[config.mk]
export PLATFORM = sky130hd
export DESIGN_NAME = error_event_collector
export DESIGN_NICKNAME = d
export VERILOG_FILES = /design/src/rtl/error_event_collector.sv
export SDC_FILE = /design/constraint.sdc
export NUM_CORES = 1
export LEC_CHECK = 0
export ABC_AREA = 0
export ABC_CLOCK_PERIOD_IN_PS = 3140
export BUFFER_PORTS_ARGS = -buffer_cell sky130_fd_sc_hd__clkbuf_2
export CAP_MARGIN = 5
export CORE_MARGIN = 5
export CORE_UTILIZATION = 55
export DETAILED_ROUTE_END_ITERATION = 7
export GPL_TIMING_DRIVEN = 0
export PLACE_DENSITY = 0.76
export SYNTH_ARGS = -nofsm -noshare
export SYNTH_HDL_FRONTEND = slang
export SYNTH_SLANG_ARGS = --single-unit
[constraint.sdc]
create_clock -name clk -period 3.14 [get_ports clk]
set_input_delay 0.628 -clock clk [delete_from_list [all_inputs] [get_ports clk]]
set_output_delay 0.628 -clock clk [all_outputs]
set_load 0.05 [all_outputs]
[src/rtl/error_event_collector.sv]
// Collects per-source checker failures: saturating event count, first-failing source,
// and a round-robin arbitrated FIFO of failing source IDs with overrun detection.
module error_event_collector #(
  parameter int N_SRC = 4,
  parameter int CNT_W = 8,
  parameter int DEPTH = 4,
  localparam int IW = $clog2(N_SRC)
) (
  input  logic             clk,
  input  logic             rst_n,
  input  logic [N_SRC-1:0] fail,
  input  logic             clr,
  output logic             err_valid,
  input  logic             err_ready,
  output logic [IW-1:0]    err_id,
  output logic [CNT_W-1:0] err_count,
  output logic             first_valid,
  output logic [IW-1:0]    first_id,
  output logic             overrun
);

  localparam int AW = $clog2(DEPTH);

  logic [N_SRC-1:0] pending_reg;
  logic [IW-1:0]    rr_ptr_reg;
  logic [AW:0]      wr_ptr_reg, rd_ptr_reg;
  logic [IW-1:0]    fifo_mem [DEPTH];
  logic [CNT_W-1:0] count_reg;
  logic             first_valid_reg;
  logic [IW-1:0]    first_id_reg;
  logic             overrun_reg;

  logic             fifo_empty, fifo_full, pop, can_push;
  logic             grant_valid;
  logic [IW-1:0]    grant_id;
  logic [N_SRC-1:0] grant_oh;
  logic [IW-1:0]    low_id;
  logic [IW:0]      pop_cnt;
  logic [CNT_W:0]   sum_w;

  assign fifo_empty = (wr_ptr_reg == rd_ptr_reg);
  assign fifo_full  = (wr_ptr_reg[AW] != rd_ptr_reg[AW]) &&
                      (wr_ptr_reg[AW-1:0] == rd_ptr_reg[AW-1:0]);
  assign pop        = !fifo_empty && err_ready;
  // A full FIFO can still accept a grant when its head leaves in the same cycle.
  assign can_push   = !fifo_full || pop;

  always_comb begin
    grant_valid = 1'b0;
    grant_id    = '0;
    grant_oh    = '0;
    if (can_push) begin
      for (int k = 0; k < N_SRC; k++) begin
        if (!grant_valid && pending_reg[(int'(rr_ptr_reg) + k) % N_SRC]) begin
          grant_valid = 1'b1;
          grant_id    = IW'((int'(rr_ptr_reg) + k) % N_SRC);
        end
      end
    end
    grant_oh[grant_id] = grant_valid;
  end

  always_comb begin
    low_id  = '0;
    pop_cnt = '0;
    for (int k = N_SRC - 1; k >= 0; k--) begin
      if (fail[k]) low_id = IW'(k);
    end
    for (int k = 0; k < N_SRC; k++) begin
      pop_cnt = pop_cnt + (IW + 1)'(fail[k]);
    end
    // The carry bit flags any sum beyond the counter range, since popcount is small.
    sum_w = {1'b0, count_reg} + (CNT_W + 1)'(pop_cnt);
  end

  always_ff @(posedge clk or negedge rst_n) begin
    if (!rst_n) begin
      pending_reg     <= '0;
      rr_ptr_reg      <= '0;
      wr_ptr_reg      <= '0;
      rd_ptr_reg      <= '0;
      count_reg       <= '0;
      first_valid_reg <= 1'b0;
      first_id_reg    <= '0;
      overrun_reg     <= 1'b0;
    end else if (clr) begin
      pending_reg     <= '0;
      rr_ptr_reg      <= '0;
      wr_ptr_reg      <= '0;
      rd_ptr_reg      <= '0;
      count_reg       <= '0;
      first_valid_reg <= 1'b0;
      first_id_reg    <= '0;
      overrun_reg     <= 1'b0;
    end else begin
      pending_reg <= (pending_reg & ~grant_oh) | fail;
      if (|(fail & pending_reg & ~grant_oh)) overrun_reg <= 1'b1;
      count_reg <= sum_w[CNT_W] ? {CNT_W{1'b1}} : sum_w[CNT_W-1:0];
      if (!first_valid_reg && (|fail)) begin
        first_valid_reg <= 1'b1;
        first_id_reg    <= low_id;
      end
      if (grant_valid) begin
        wr_ptr_reg <= wr_ptr_reg + 1'b1;
        if (int'(grant_id) == N_SRC - 1) rr_ptr_reg <= '0;
        else                             rr_ptr_reg <= grant_id + 1'b1;
      end
      if (pop) rd_ptr_reg <= rd_ptr_reg + 1'b1;
    end
  end

  always_ff @(posedge clk) begin
    if (grant_valid && !clr) fifo_mem[wr_ptr_reg[AW-1:0]] <= grant_id;
  end

  assign err_valid   = !fifo_empty;
  assign err_id      = fifo_empty ? '0 : fifo_mem[rd_ptr_reg[AW-1:0]];
  assign err_count   = count_reg;
  assign first_valid = first_valid_reg;
  assign first_id    = first_id_reg;
  assign overrun     = overrun_reg;

endmodule
==> impl_table.tex, run 1 <==
\begin{tabular}{lr}
\hline
Metric & Value \\
\hline
\multicolumn{2}{l}{\textbf{Die}} \\
\quad Initial cell density of the core & 57.3\% \\
\quad Die Outline Area & roughly 4800 µm² \\
\quad Core area & around 3400 µm² \\
\quad Horizontal die dimension & 69.2 µm \\
\quad Y dimension of the die & roughly 69 µm \\
\quad \# rows & 21 \\
\quad Ports & 23 \\
\multicolumn{2}{l}{\textbf{Route}} \\
\quad Post-route antenna net violation count & 0 \\
\quad Number of iterations in the first detailed-routing pass & 5 \\
\quad DRC violations left & 0 \\
\quad Via count normalized by instance count & just under 6 \\
\quad Aggregate routed wire length & slightly above 4000 µm \\
\quad Overall via count from detail\_route & around 1500 \\
\quad 1st-iter DRT viols & between 80 and 90 \\
\quad Per-cell routed wire length & 15.8 µm \\
\multicolumn{2}{l}{\textbf{Critical path}} \\
\quad Length in cells of the worst reg-to-reg path & 9 \\
\quad Worst endpoint required time & approximately 3400 ps \\
\quad Maximum fanout along the worst path & 9 \\
\quad Element type at the critical path start & flip-flop \\
\quad Worst reg-to-reg setup slack & approximately 580 ps \\
\quad Series of cell instances along the critical path & clkbuf\_1 -> nor2b\_1 -> a21oi\_1 -> o21ai\_0 -> and3\_1 -> ha\_1 -> o41ai\_1 -> a32o\_1 -> o31a\_1 \\
\quad Worst Setup End Kind & flip-flop \\
\quad Worst Setup SP & pending\_reg[3] \\
\quad Crit path max-delay cell type & clkbuf\_1 \\
\quad Gate family responsible for the most delay along the worst path & compound AO/OA/AOI/OAI gates \\
\quad Critical R2R Launch & pending\_reg[3] \\
\quad Critical path buffer and inverter count & 1 \\
\quad WP data arrival & $\sim$2800 ps \\
\quad Worst r2r dst & overrun \\
\quad Delay of the slowest critical-path stage & around 340 ps \\
\quad Startpoint-to-endpoint class of the critical path & flip-flop to flip-flop \\
\quad WP depth & 9 \\
\multicolumn{2}{l}{\textbf{GRT}} \\
\quad Met3 demand-to-capacity share in global routing & roughly 5.7\% \\
\quad Antenna violations before repair & 0 \\
\quad Sum of overflow across all layers after global routing & 0 \\
\quad Global route hottest layer & met2 \\
\quad Maximum number of pins on one net before global-route repair & 25 \\
\quad Global routing usage summed across all routing layers & 18.6\% \\
\quad Met1 GRT Util & between 20\% and 30\% \\
\quad Met2 routing resource usage after global routing & $\sim$33\% \\
\quad Number of global-route vias before repair & 1532 \\
\quad Wire length of the first global-routing pass & 7050 µm \\
\multicolumn{2}{l}{\textbf{Synthesis}} \\
\quad Gate count of the mapped netlist & between 150 and 200 \\
\quad Main combinational cell family by area after synthesis & compound AO/OA/AOI/OAI gates \\
\quad Count of flip-flops with a built-in enable after synthesis & 8 \\
\quad Synthesized-area fraction occupied by adder cells & between 10\% and 20\% \\
\quad Share of synthesized cell area in and, or, nand and nor gates & $\sim$16\% \\
\quad Dominant cell type by area after synthesis & dfrtp\_1 \\
\quad Fraction of synthesized cell area in xor and xnor cells & 5.46\% \\
\quad Main synth FF type & dfrtp\_1 \\
\quad Post-Syn Area per Cell & between 10 and 15 µm² \\
\quad Number of warning messages in the yosys log & 0 \\
\quad Distinct cells, synth & 48 \\
\quad Async S/R FF share, synth & 75.0\% \\
\quad Flip-flop and latch count after synthesis & 32 \\
\quad Portion of netlist area occupied by mux cells & 3.77\% \\
\quad Compound-gate portion of the synthesized area & between 10\% and 20\% \\
\quad Total standard cell area after synthesis & 1930 µm² \\
\quad Mapped Nets & $\sim$210 \\
\quad Top post-synthesis cells by area & dfrtp\_1 31\%, edfxtp\_1 12\%, ha\_1 7.1\% \\
\quad Proportion of netlist area held by the largest area contributor & a little under a third \\
\quad Portion of the post-synthesis area used by sequential elements & between 40\% and 50\% \\
\multicolumn{2}{l}{\textbf{STA}} \\
\quad Total Negative Setup Slacks & 0 ps \\
\quad Fmax achieved & about 390 MHz \\
\quad Fin. max-slew vios & 0 \\
\quad Least-Margin Pin Slew & just under 700 ps \\
\quad Setup-violating endpoint count in the final report & 0 \\
\quad Final period utilization & a little over 80\% \\
\quad Final number of hold-violating endpoints & 0 \\
\quad Unrepaired setup endpoints after global routing & false \\
\quad Worst max-slew margin expressed relative to the limit & around 55\% \\
\quad Clock tree skew after final layout & approximately 14 ps \\
\quad Minimum clock period & between 2000 and 3000 ps \\
\multicolumn{2}{l}{\textbf{Clock network}} \\
\quad Number of setup buffers added after CTS & 0 \\
\quad Insertion delay of the later-clocked pin in the worst-skew pair & between 300 and 400 ps \\
\quad Clock buffer depth & 2 \\
\quad TritonCTS sink count & 32 \\
\quad CTS tree & yes \\
\quad Clock buffer count from CTS & 5 \\
\quad Number of H-tree levels & 2 \\
\quad Post-cts sizing count & 0 \\
\quad Clock-pin slew of the registers on the worst-case setup and hold paths & $\sim$100 ps \\
\quad CTS Root Cell & clkbuf\_4 \\
\quad \# hold bufs at CTS & 0 \\
\multicolumn{2}{l}{\textbf{Flow run}} \\
\quad Max Cap Violations & 0 \\
\multicolumn{2}{l}{\textbf{Layout}} \\
\quad Final net count & 234 \\
\quad Area growth from synthesis to final layout & 11.8\% \\
\quad Final core occ & $\sim$64\% \\
\quad Fraction of final layout cells sized beyond drive strength 1 & 17.0\% \\
\quad Total of fill cells in the finished design & just under 300 \\
\quad ANT cells & 0 \\
\multicolumn{2}{l}{\textbf{Place}} \\
\quad Hpwl dp & roughly 3200 µm \\
\quad Final GP Congestion & around 0.8 \\
\quad Port Buffers & 21 \\
\multicolumn{2}{l}{\textbf{Power and ir drop}} \\
\quad Fraction of power spent switching nets & between 40\% and 50\% \\
\quad Pleak & between 0.9 and 1 nW \\
\quad Maximum vdd drop & about 0.39 mV \\
\quad Reported net switching power & slightly above 0.0007 W \\
\quad Pwr per Cell Area & roughly 750 nW/µm² \\
\quad Clock Power Share & between 15 and 20\% \\
\quad Internal & $\sim$0.00090 W \\
\quad Sequential share of power & about 38\% \\
\quad Share of power burned in combinational logic & 45.8\% \\
\multicolumn{2}{l}{\textbf{Worst hold path}} \\
\quad Worst min path class & primary input to async pin \\
\multicolumn{2}{l}{\textbf{Outcome}} \\
\quad Run status & completed \\
\hline
\end{tabular}
## metrics by stage
| stage | power, W | worst slack [ps] | instances | hold slack (ps) | instance area [µm²] |
|---|---|---|---|---|---|
| 2_1_floorplan | 0.00117 | 609 | 184 | 332 | 1930 |
| 3_3_place_gp | 0.00132 | 348 | 251 | 507 | 2090 |
| 3_5_place_dp | 0.00136 | 224 | 251 | 521 | 2090 |
| 4_1_cts | 0.00162 | 592 | 258 | 291 | 2150 |
| 5_1_grt | 0.00173 | 441 | 258 | 296 | 2150 |
| 6_report | 0.00161 | 580 | 258 | 271 | 2150 |
## cells in the mapped netlist (2+ instances only)
cell type,instances
xnor2_1,2
o21a_1,2
and3_1,6
edfxtp_1,8
o311ai_0,2
nor2b_1,4
or4_4,2
mux4_1,2
mux2i_1,2
clkbuf_1,5
nand2_1,12
o41ai_1,2
or3_1,2
nor2_1,13
dfrtp_1,24
nor3b_1,2
xor2_1,5
nand2b_1,3
inv_1,15
fa_1,3
ha_1,11
a311oi_1,2
o21ai_0,6
o2111ai_1,2
nand3_1,4
nor3_1,4
a21oi_1,18
## area by class of cell
cell class              count  area, µm²  share of cell area, %
multi-input cells         131        998                   46.4
flip-flops and latches     32        841                   39.0
repair buffers             21        105                   4.88
clock buffers               7       65.1                   3.02
well taps                  46       57.6                   2.67
inverters                  15       56.3                   2.61
plain buffers               6       30.0                   1.39
## power by group through the flow
stage | logic [W] | registers, W | clock network, W
final | 0.000738 | 0.000613 | 0.000261
after global routing | 0.000815 | 0.000622 | 0.000293
after CTS | 0.000743 | 0.000611 | 0.000265
after detailed placement | 0.000739 | 0.000621 | 0
after global placement | 0.000710 | 0.000609 | 0
after floorplan | 0.000505 | 0.000666 | 0
## how the worst max path moves through the flow
| stage | slack, ps | endpoint |
|---|---|---|
| final | 580 | overrun |
| after global routing | 440 | overrun |
| after CTS | 590 | err_count[7] |
| after detailed placement | 220 | err_count[7] |
| after global placement | 350 | err_count[7] |
| after floorplan | 610 | err_count[7] |
## routing by layer
layer / vias up / routed length [µm]
met5: - / 0
met4: 0 / 68
met3: 6 / 176
met1: 761 / 1610
met2: 44 / 2230
li1: 719 / -
## cells in the final DEF (no fill, tap or decap), types with 2 or more instances in the layout
cell / synthesis / routed
a21oi_1: 18 / 18
o2111ai_1: 2 / 2
fa_1: 3 / 3
xnor2_1: 2 / 2
nand3_1: 4 / 4
clkbuf_8: 0 / 2
and3_1: 6 / 6
nor3_1: 4 / 4
nor2_1: 13 / 13
o41ai_1: 2 / 2
nor3b_1: 2 / 2
dfrtp_1: 24 / 24
o311ai_0: 2 / 2
o21a_1: 2 / 2
nor2b_1: 4 / 4
clkbuf_4: 0 / 5
o21ai_0: 6 / 6
inv_1: 15 / 15
clkbuf_2: 0 / 21
a311oi_1: 2 / 2
nand2_1: 12 / 12
clkbuf_1: 5 / 5
mux4_1: 2 / 2
or4_4: 2 / 2
nand2b_1: 3 / 3
or3_1: 2 / 2
mux2i_1: 2 / 2
xor2_1: 5 / 5
ha_1: 11 / 11
edfxtp_1: 8 / 8
## kinds of logic (layout without fill, tap and decap cells)
family,count (synthesis),in the layout
XOR/XNOR,9,9
flip-flops,32,32
adder cells (fa/ha/maj),14,14
AND/OR/NAND/NOR,57,57
buffers and inverters,21,49
multiplexers,4,4
AO/OA/AOI/OAI,47,47
No activity file was read; power rests on OpenSTA's default activity.
==> inputs of run 2 (changes only) <==
Settings changed: ABC_AREA 0 to 1, ABC_CLOCK_PERIOD_IN_PS 3140 to 2600.
Clock period 3.14 ns to 2.6 ns, I/O delays scaled along.
==> run 2 against run 1 <==
Sequential cell count is the same; critical path type is now primary input to flip-flop; via count grew 7.8%; cell area grew 7.7%; routed wire length shrank 2.5%.
==> impl_table.tex, run 2 <==
\begin{tabular}{lr}
\hline
Metric & Value \\
\hline
\multicolumn{2}{l}{\textbf{Place}} \\
\quad Port Buffers & 22 (+4.8\%) \\
\quad Final GP Congestion & 0.858 (+9.6\%) \\
\quad Hpwl dp & 2930 µm (-7.9\%) \\
\quad Number of instances in the placed design & 319 (+27\%) \\
\quad Post-detailed-placement cell area & 2180 µm² (+4.3\%) \\
\multicolumn{2}{l}{\textbf{Flow run}} \\
\quad Max Cap Violations & 0 (unchanged) \\
\multicolumn{2}{l}{\textbf{Route}} \\
\quad DRC violations left & 0 (unchanged) \\
\quad Number of iterations in the first detailed-routing pass & 4 (-1) \\
\quad Per-cell routed wire length & 12.1 µm (-24\%) \\
\quad 1st-iter DRT viols & 89 (+3.5\%) \\
\quad Post-route antenna net violation count & 0 (unchanged) \\
\quad Aggregate routed wire length & 3980 µm (-2.5\%) \\
\quad Via count normalized by instance count & 5.00 (-16\%) \\
\quad Overall via count from detail\_route & 1650 (+7.8\%) \\
\multicolumn{2}{l}{\textbf{Critical path}} \\
\quad Delay of the slowest critical-path stage & 540 ps (+200 ps) \\
\quad Startpoint-to-endpoint class of the critical path & primary input to flip-flop \\
\quad Crit path max-delay cell type & fa\_1 \\
\quad Maximum fanout along the worst path & 4 (-5) \\
\quad Critical R2R Launch & rr\_ptr\_reg[0] \\
\quad Worst reg-to-reg setup slack & 280 ps (-300 ps) \\
\quad Element type at the critical path start & primary input \\
\quad WP data arrival & 2710 ps (-70 ps) \\
\quad Series of cell instances along the critical path & buf\_8 -> fa\_1 -> inv\_2 -> fa\_2 -> inv\_2 -> fa\_2 -> nand2\_2 -> nor2\_2 -> nand2\_1 -> nor2\_1 -> inv\_1 -> nor2\_2 -> inv\_2 -> o21ai\_2 -> o21ai\_1 -> inv\_1 \\
\quad Most used cell along the critical path & inv\_2 \\
\quad Worst r2r dst & overrun \\
\quad Worst Setup End Kind & flip-flop \\
\quad Worst endpoint required time & 2820 ps (-540 ps) \\
\quad Length in cells of the worst reg-to-reg path & 16 (+7) \\
\multicolumn{2}{l}{\textbf{Layout}} \\
\quad Final net count & 303 (+29\%) \\
\quad Total area of sequential cells & 841 µm² (unchanged) \\
\quad Most common library cell in the layout ignoring fill and taps & nand2\_1 \\
\quad Number of standard cells in the layout, taps in and fillers out & 330 (+28\%) \\
\quad Most frequent cells in the layout & 53 x nand2\_1, 39 x inv\_1, 25 x nor2\_1, 24 x dfrtp\_1, 19 x clkbuf\_2 \\
\quad Area growth from synthesis to final layout & 15.5\% \\
\quad Final core occ & 64.3\% (+0.27 points) \\
\quad Area of the multi-input gates & 978 µm² (-2.0\%) \\
\quad ANT cells & 0 (unchanged) \\
\quad Fraction of final layout cells sized beyond drive strength 1 & 22.3\% (+5.4 points) \\
\quad Total of fill cells in the finished design & 320 (+7.7\%) \\
\quad Post-route cell area & 2320 µm² (+7.7\%) \\
\multicolumn{2}{l}{\textbf{Die}} \\
\quad Y dimension of the die & 70.4 µm (+1.8\%) \\
\quad \# rows & 22 (+4.8\%) \\
\quad Horizontal die dimension & 70.4 µm (+1.8\%) \\
\quad Core area & 3610 µm² (+7.2\%) \\
\quad Ports & 23 (unchanged) \\
\quad Initial cell density of the core & 55.7\% (-1.6 points) \\
\quad Die Outline Area & 4960 µm² (+3.7\%) \\
\multicolumn{2}{l}{\textbf{Power and ir drop}} \\
\quad Pwr per Cell Area & 1110 nW/µm² (+48\%) \\
\quad Overall power of the completed layout & 0.00257 W (+59\%) \\
\quad Pleak & 1.16 nW (+17\%) \\
\quad Maximum vdd drop & 0.663 mV (+69\%) \\
\multicolumn{2}{l}{\textbf{Synthesis}} \\
\quad Post-Syn Area per Cell & 8.06 µm² (-23\%) \\
\quad Top post-synthesis cells by area & dfrtp\_1 30\%, edfxtp\_1 12\%, nand2\_1 10\% \\
\quad Proportion of netlist area held by the largest area contributor & 29.9\% (-1.3 points) \\
\quad Async S/R FF share, synth & 75.0\% (unchanged) \\
\quad Portion of the post-synthesis area used by sequential elements & 41.9\% (-1.8 points) \\
\quad Flip-flop and latch count after synthesis & 32 (unchanged) \\
\quad Post-synth top cells & 54 x nand2\_1, 43 x inv\_1, 27 x nor2\_1 \\
\quad Number of warning messages in the yosys log & 0 (unchanged) \\
\quad Total standard cell area after synthesis & 2010 µm² (+4.3\%) \\
\quad Dominant cell type by area after synthesis & dfrtp\_1 \\
\quad Gate count of the mapped netlist & 249 (+35\%) \\
\quad Most frequent cell after synthesis & nand2\_1 \\
\quad Main synth FF type & dfrtp\_1 \\
\quad Distinct cells, synth & 39 (-19\%) \\
\quad Count of flip-flops with a built-in enable after synthesis & 8 (unchanged) \\
\quad Mapped Nets & 271 (+32\%) \\
\multicolumn{2}{l}{\textbf{GRT}} \\
\quad Number of global-route vias before repair & 1592 (+3.9\%) \\
\quad Maximum number of pins on one net before global-route repair & 25 (unchanged) \\
\quad Wire length of the first global-routing pass & 6910 µm (-2.1\%) \\
\quad Sum of overflow across all layers after global routing & 0 (unchanged) \\
\quad Antenna violations before repair & 0 (unchanged) \\
\quad Global routing usage summed across all routing layers & 17.6\% (-1.1 points) \\
\multicolumn{2}{l}{\textbf{STA}} \\
\quad Worst max-slew margin expressed relative to the limit & 60.4\% (+5.7 points) \\
\quad Unrepaired setup endpoints after global routing & true \\
\quad Final number of hold-violating endpoints & 0 (unchanged) \\
\quad Min Hold Slack & 230 ps (-40.9 ps) \\
\quad Setup-violating endpoint count in the final report & 0 (unchanged) \\
\quad Least-Margin Pin Slew & 594 ps (-78.7 ps) \\
\quad Fin. max-slew vios & 0 (unchanged) \\
\quad Clock tree skew after final layout & 3.43 ps (-10.2 ps) \\
\quad Final period utilization & 95.5\% \\
\quad Minimum clock period & 2480 ps \\
\quad Fmax achieved & a little over 400 MHz \\
\multicolumn{2}{l}{\textbf{Clock network}} \\
\quad Number of H-tree levels & 2 (unchanged) \\
\quad Insertion delay of the later-clocked pin in the worst-skew pair & 280 ps (-60 ps) \\
\quad Clock-pin slew of the registers on the worst-case setup and hold paths & 60 ps (-40 ps) \\
\quad Clock buffer count from CTS & 5 (unchanged) \\
\quad Clock buffer depth & 2 (unchanged) \\
\quad \# hold bufs at CTS & 0 (unchanged) \\
\quad CTS Root Cell & clkbuf\_8 \\
\quad TritonCTS sink count & 32 (unchanged) \\
\quad CTS tree & yes \\
\multicolumn{2}{l}{\textbf{Outcome}} \\
\quad Run status & completed \\
\multicolumn{2}{l}{\textbf{Worst hold path}} \\
\quad Worst min path class & primary input to async pin \\
\hline
\end{tabular}
==> run 2: changes by cell type in the layout (fill, tap and decap cells not counted), sizes merged, moves of 4 or more <==
cell    change
a21oi       -7
and3        -6
buf         +6
clkbuf      -7
inv        +33
nand2      +48
nand3      +11
nor2       +16
nor2b       -4
o21ai      +13
xor2        -6
==> run 2: final cells by class <==
cell class,count,share of cell area (%)
inverters,48,7.99
plain buffers,3,0.863
repair buffers,25,6.53
clock buffers,5,2.97
clock inverters,3,0.594
well taps,48,2.59
flip-flops and latches,32,36.3
multi-input cells,166,42.2
==> run 2: worst max-delay path by stage <==
stage / cells past startpoint / from / endpoint
4_1_cts: 16 / fail[0] / err_count[3]
6_report: 16 / fail[3] / err_count[3]
2_1_floorplan: 15 / fail[0] / err_count[3]
3_3_place_gp: 16 / fail[0] / err_count[3]
5_1_grt: 16 / fail[0] / err_count[3]
3_5_place_dp: 16 / fail[0] / err_count[3]
==> run 2: layer usage <==
metal / vias up / part of all wire [%] / routed length [µm] / global-route usage [%]
li1: 848 / - / - / -
met1: 764 / 45 / 1770 / 21.8
met2: 32 / 50 / 2000 / 29.9
met3: 6 / 3.7 / 146 / 4.03
met4: 0 / 1.4 / 57 / 5.74
met5: - / 0 / 0 / 0
==> run 2: through the flow <==
stage	setup TNS (ps)	setup slack, ps
finish	0	116
global route	-58.8	-58.8
global placement	-816	-242
floorplan	0	37.0
detailed placement	-1220	-332
CTS	0	25.2
==> run 2: worst max-delay path, delay by kind of cell <==
kind | cells | cell delay [ps]
adder cells (fa/ha/maj) | 3 | 1120
buffers and inverters | 6 | 430
AO/OA/AOI/OAI | 2 | 150
AND/OR/NAND/NOR | 5 | 490
==> run 2: repair_timing <==
item,CTS,global route
setup buffers,0,3
hold endpoints to repair,0,0
pin swaps,1,7
resized for setup,3,20
endpoints found under the setup margin,1,5
==> run 2: where the power goes <==
part,total [W],internal [W],switching (W)
Combinational,0.00145,0.000444,0.00101
Clock,0.000358,0.000181,0.000177
Sequential,0.000760,0.000670,0.0000900
Total,0.00257,0.00129,0.00127
==> run 2: kinds of logic (layout without fill, tap and decap cells) <==
| logic type | count (synthesis) | in the layout | synth area share [%] |
|---|---|---|---|
| AND/OR/NAND/NOR | 107 | 107 | 24.5 |
| buffers and inverters | 51 | 84 | 10.2 |
| AO/OA/AOI/OAI | 43 | 43 | 12.6 |
| flip-flops | 32 | 32 | 41.9 |
| adder cells (fa/ha/maj) | 14 | 14 | 9.84 |
| XOR/XNOR | 2 | 2 | 0.872 |
==> inputs of run 3 (changes only) <==
Settings changed: RECOVER_POWER from default to 25.
==> run 3 against run 2 <==
Sequential share of layout area is essentially flat; routed wire length hardly changed; die area stayed put; setup slack unchanged; first-iteration DRC count unchanged; largest power group unchanged; critical endpoint unchanged; sequential power is essentially flat.
==> impl_table.tex, run 3 (synthesized netlist as in run 2, its figures left out) <==
\begin{tabular}{lr}
\hline
Metric & Value \\
\hline
\multicolumn{2}{l}{\textbf{Outcome}} \\
\quad Run status & completed \\
\multicolumn{2}{l}{\textbf{Route}} \\
\quad Aggregate routed wire length & 3980 µm (about the same) \\
\quad Post-route antenna net violation count & 0 (unchanged) \\
\quad Number of iterations in the first detailed-routing pass & 4 (unchanged) \\
\quad Overall via count from detail\_route & 1650 (unchanged) \\
\quad 1st-iter DRT viols & 89 (unchanged) \\
\quad Via count normalized by instance count & 5.00 (unchanged) \\
\quad DRC violations left & 0 (unchanged) \\
\quad Per-cell routed wire length & 12.0 µm (about the same) \\
\multicolumn{2}{l}{\textbf{Worst hold path}} \\
\quad Start point of the worst min-delay path & fail[1] \\
\quad WHS Path Cells & 2 \\
\quad Endpoint of the worst hold path & first\_id[1] \\
\quad Worst min path class & primary input to flip-flop \\
\multicolumn{2}{l}{\textbf{Critical path}} \\
\quad Worst r2r dst & overrun \\
\quad Maximum fanout along the worst path & 4 (unchanged) \\
\quad Startpoint-to-endpoint class of the critical path & primary input to flip-flop \\
\quad Gate family responsible for the most delay along the worst path & adder cells \\
\quad Worst Setup End Kind & flip-flop \\
\quad Worst endpoint required time & 2820 ps (about the same) \\
\quad Critical path buffer and inverter count & 6 (unchanged) \\
\quad Delay of the slowest critical-path stage & 540 ps (about the same) \\
\quad WP depth & 16 (unchanged) \\
\quad WP data arrival & 2710 ps (about the same) \\
\quad Worst reg-to-reg setup slack & 280 ps (about the same) \\
\quad Most used cell along the critical path & inv\_2 \\
\quad Length in cells of the worst reg-to-reg path & 16 (unchanged) \\
\quad Critical R2R Launch & rr\_ptr\_reg[0] \\
\quad Crit path max-delay cell type & fa\_1 \\
\quad Element type at the critical path start & primary input \\
\quad Series of cell instances along the critical path & buf\_8 -> fa\_1 -> inv\_2 -> fa\_2 -> inv\_2 -> fa\_2 -> nand2\_2 -> nor2\_2 -> nand2\_1 -> nor2\_1 -> inv\_1 -> nor2\_2 -> inv\_2 -> o21ai\_2 -> o21ai\_1 -> inv\_1 \\
\multicolumn{2}{l}{\textbf{Clock network}} \\
\quad Clock buffer count from CTS & 5 (unchanged) \\
\quad Clock-pin slew of the registers on the worst-case setup and hold paths & 60 ps (about the same) \\
\quad CTS tree & yes \\
\quad Clock buffer depth & 2 (unchanged) \\
\quad Number of H-tree levels & 2 (unchanged) \\
\quad TritonCTS sink count & 32 (unchanged) \\
\quad Insertion delay of the later-clocked pin in the worst-skew pair & 280 ps (about the same) \\
\quad CTS Root Cell & clkbuf\_8 \\
\multicolumn{2}{l}{\textbf{Layout}} \\
\quad Fraction of final layout cells sized beyond drive strength 1 & 22.0\% (-0.35 points) \\
\quad Most frequent cells in the layout & 53 x nand2\_1, 39 x inv\_1, 25 x nor2\_1, 24 x dfrtp\_1, 18 x clkbuf\_2 \\
\quad Final net count & 303 (unchanged) \\
\quad Final core occ & 64.3\% (about the same) \\
\quad Area growth from synthesis to final layout & 15.4\% (about the same) \\
\quad Most common library cell in the layout ignoring fill and taps & nand2\_1 \\
\quad ANT cells & 0 (unchanged) \\
\multicolumn{2}{l}{\textbf{STA}} \\
\quad Fin. max-slew vios & 0 (unchanged) \\
\quad Setup-violating endpoint count in the final report & 0 (unchanged) \\
\quad Final number of hold-violating endpoints & 0 (unchanged) \\
\quad Unrepaired setup endpoints after global routing & true \\
\quad Min Hold Slack & 447 ps (+217 ps) \\
\quad Clock tree skew after final layout & 3.29 ps (-0.144 ps) \\
\quad Final period utilization & 95.5\% (unchanged) \\
\quad Fmax achieved & 403 MHz (unchanged) \\
\quad Total Negative Setup Slacks & 0 ps (unchanged) \\
\quad Minimum clock period & 2480 ps (unchanged) \\
\quad Worst max-slew margin expressed relative to the limit & 15.5\% (-45 points) \\
\quad Least-Margin Pin Slew & 1270 ps (+673 ps) \\
\quad Final setup slack of the worst path & 116 ps (unchanged) \\
\multicolumn{2}{l}{\textbf{Place}} \\
\quad Hpwl dp & 2930 µm (unchanged) \\
\quad Post-Place Worst Slack & -332 ps (unchanged) \\
\quad Final GP Congestion & 0.858 (unchanged) \\
\quad Port Buffers & 22 (unchanged) \\
\multicolumn{2}{l}{\textbf{Die}} \\
\quad Horizontal die dimension & 70.4 µm (unchanged) \\
\quad Initial cell density of the core & 55.7\% (unchanged) \\
\quad \# rows & 22 (unchanged) \\
\quad Y dimension of the die & 70.4 µm (unchanged) \\
\quad Die Outline Area & 4960 µm² (unchanged) \\
\quad Core area & 3610 µm² (unchanged) \\
\quad Ports & 23 (unchanged) \\
\multicolumn{2}{l}{\textbf{GRT}} \\
\quad Wire length of the first global-routing pass & 6910 µm (unchanged) \\
\quad Maximum number of pins on one net before global-route repair & 25 (unchanged) \\
\quad Global routing usage summed across all routing layers & 17.6\% (unchanged) \\
\quad Antenna violations before repair & 0 (unchanged) \\
\quad Sum of overflow across all layers after global routing & 0 (unchanged) \\
\quad Number of global-route vias before repair & 1592 (unchanged) \\
\multicolumn{2}{l}{\textbf{Flow run}} \\
\quad Max Cap Violations & 0 (unchanged) \\
\multicolumn{2}{l}{\textbf{Power and ir drop}} \\
\quad Pleak & 1.15 nW (-0.26\%) \\
\quad Maximum vdd drop & 0.663 mV (about the same) \\
\quad Pwr per Cell Area & 1110 nW/µm² (about the same) \\
\hline
\end{tabular}
## run 3: cell counts in the layout (fill, tap and decap cells not counted)
Identical to the previous run, type by type.
## run 3: layout make-up
class                           count  area, µm²
Fill cell                         321       1290
Multi-Input combinational cell    166        978
Sequential cell                    32        841
Inverter                           48        185
Timing Repair Buffer               25        150
Clock buffer                        5       68.8
Tap cell                           48       60.1
Buffer                              3       20.0
Clock inverter                      3       13.8
## run 3: metrics by stage
stage,area [µm²],std cells,power (W)
after detailed placement,2180,319,0.00218
after CTS,2270,327,0.00256
after global routing,2320,330,0.00280
after floorplan,2010,249,0.00189
final,2320,330,0.00257
after global placement,2180,319,0.00216
## run 3: power breakdown
part | internal (W) | total [W] | switching [W] | leakage (nW)
combinational | 0.000443 | 0.00145 | 0.00101 | 0.717
clock | 0.000181 | 0.000358 | 0.000177 | 0.0453
sequential | 0.000670 | 0.000760 | 0.0000900 | 0.391
total | 0.00129 | 0.00257 | 0.00127 | 1.15
## run 3: what timing repair did
item                                    in CTS  in global routing
endpoints found under the setup margin       1                  5
resized for setup                            3                 20
pin swaps                                    1                  7
hold buffers                                 0                  0
buffers inserted                             0                  3
## run 3: worst max-delay path by stage
stage	from	end	slack (ps)
after floorplan	fail[0]	err_count[3]	40
after global placement	fail[0]	err_count[3]	-240
after detailed placement	fail[0]	err_count[3]	-330
after CTS	fail[0]	err_count[3]	30
after global routing	fail[0]	err_count[3]	-60
final	fail[3]	err_count[3]	120
## run 3: routing by layer
metal  up-vias  track usage (%)  part of all wire (%)  wire length [µm]
met5         -                0                     0                 0
met4         0             5.74                   1.4                57
met3         6             4.03                   3.7               146
met2        32             29.9                    50              2000
met1       764             21.8                    45              1770
li1        848                -                     -                 -
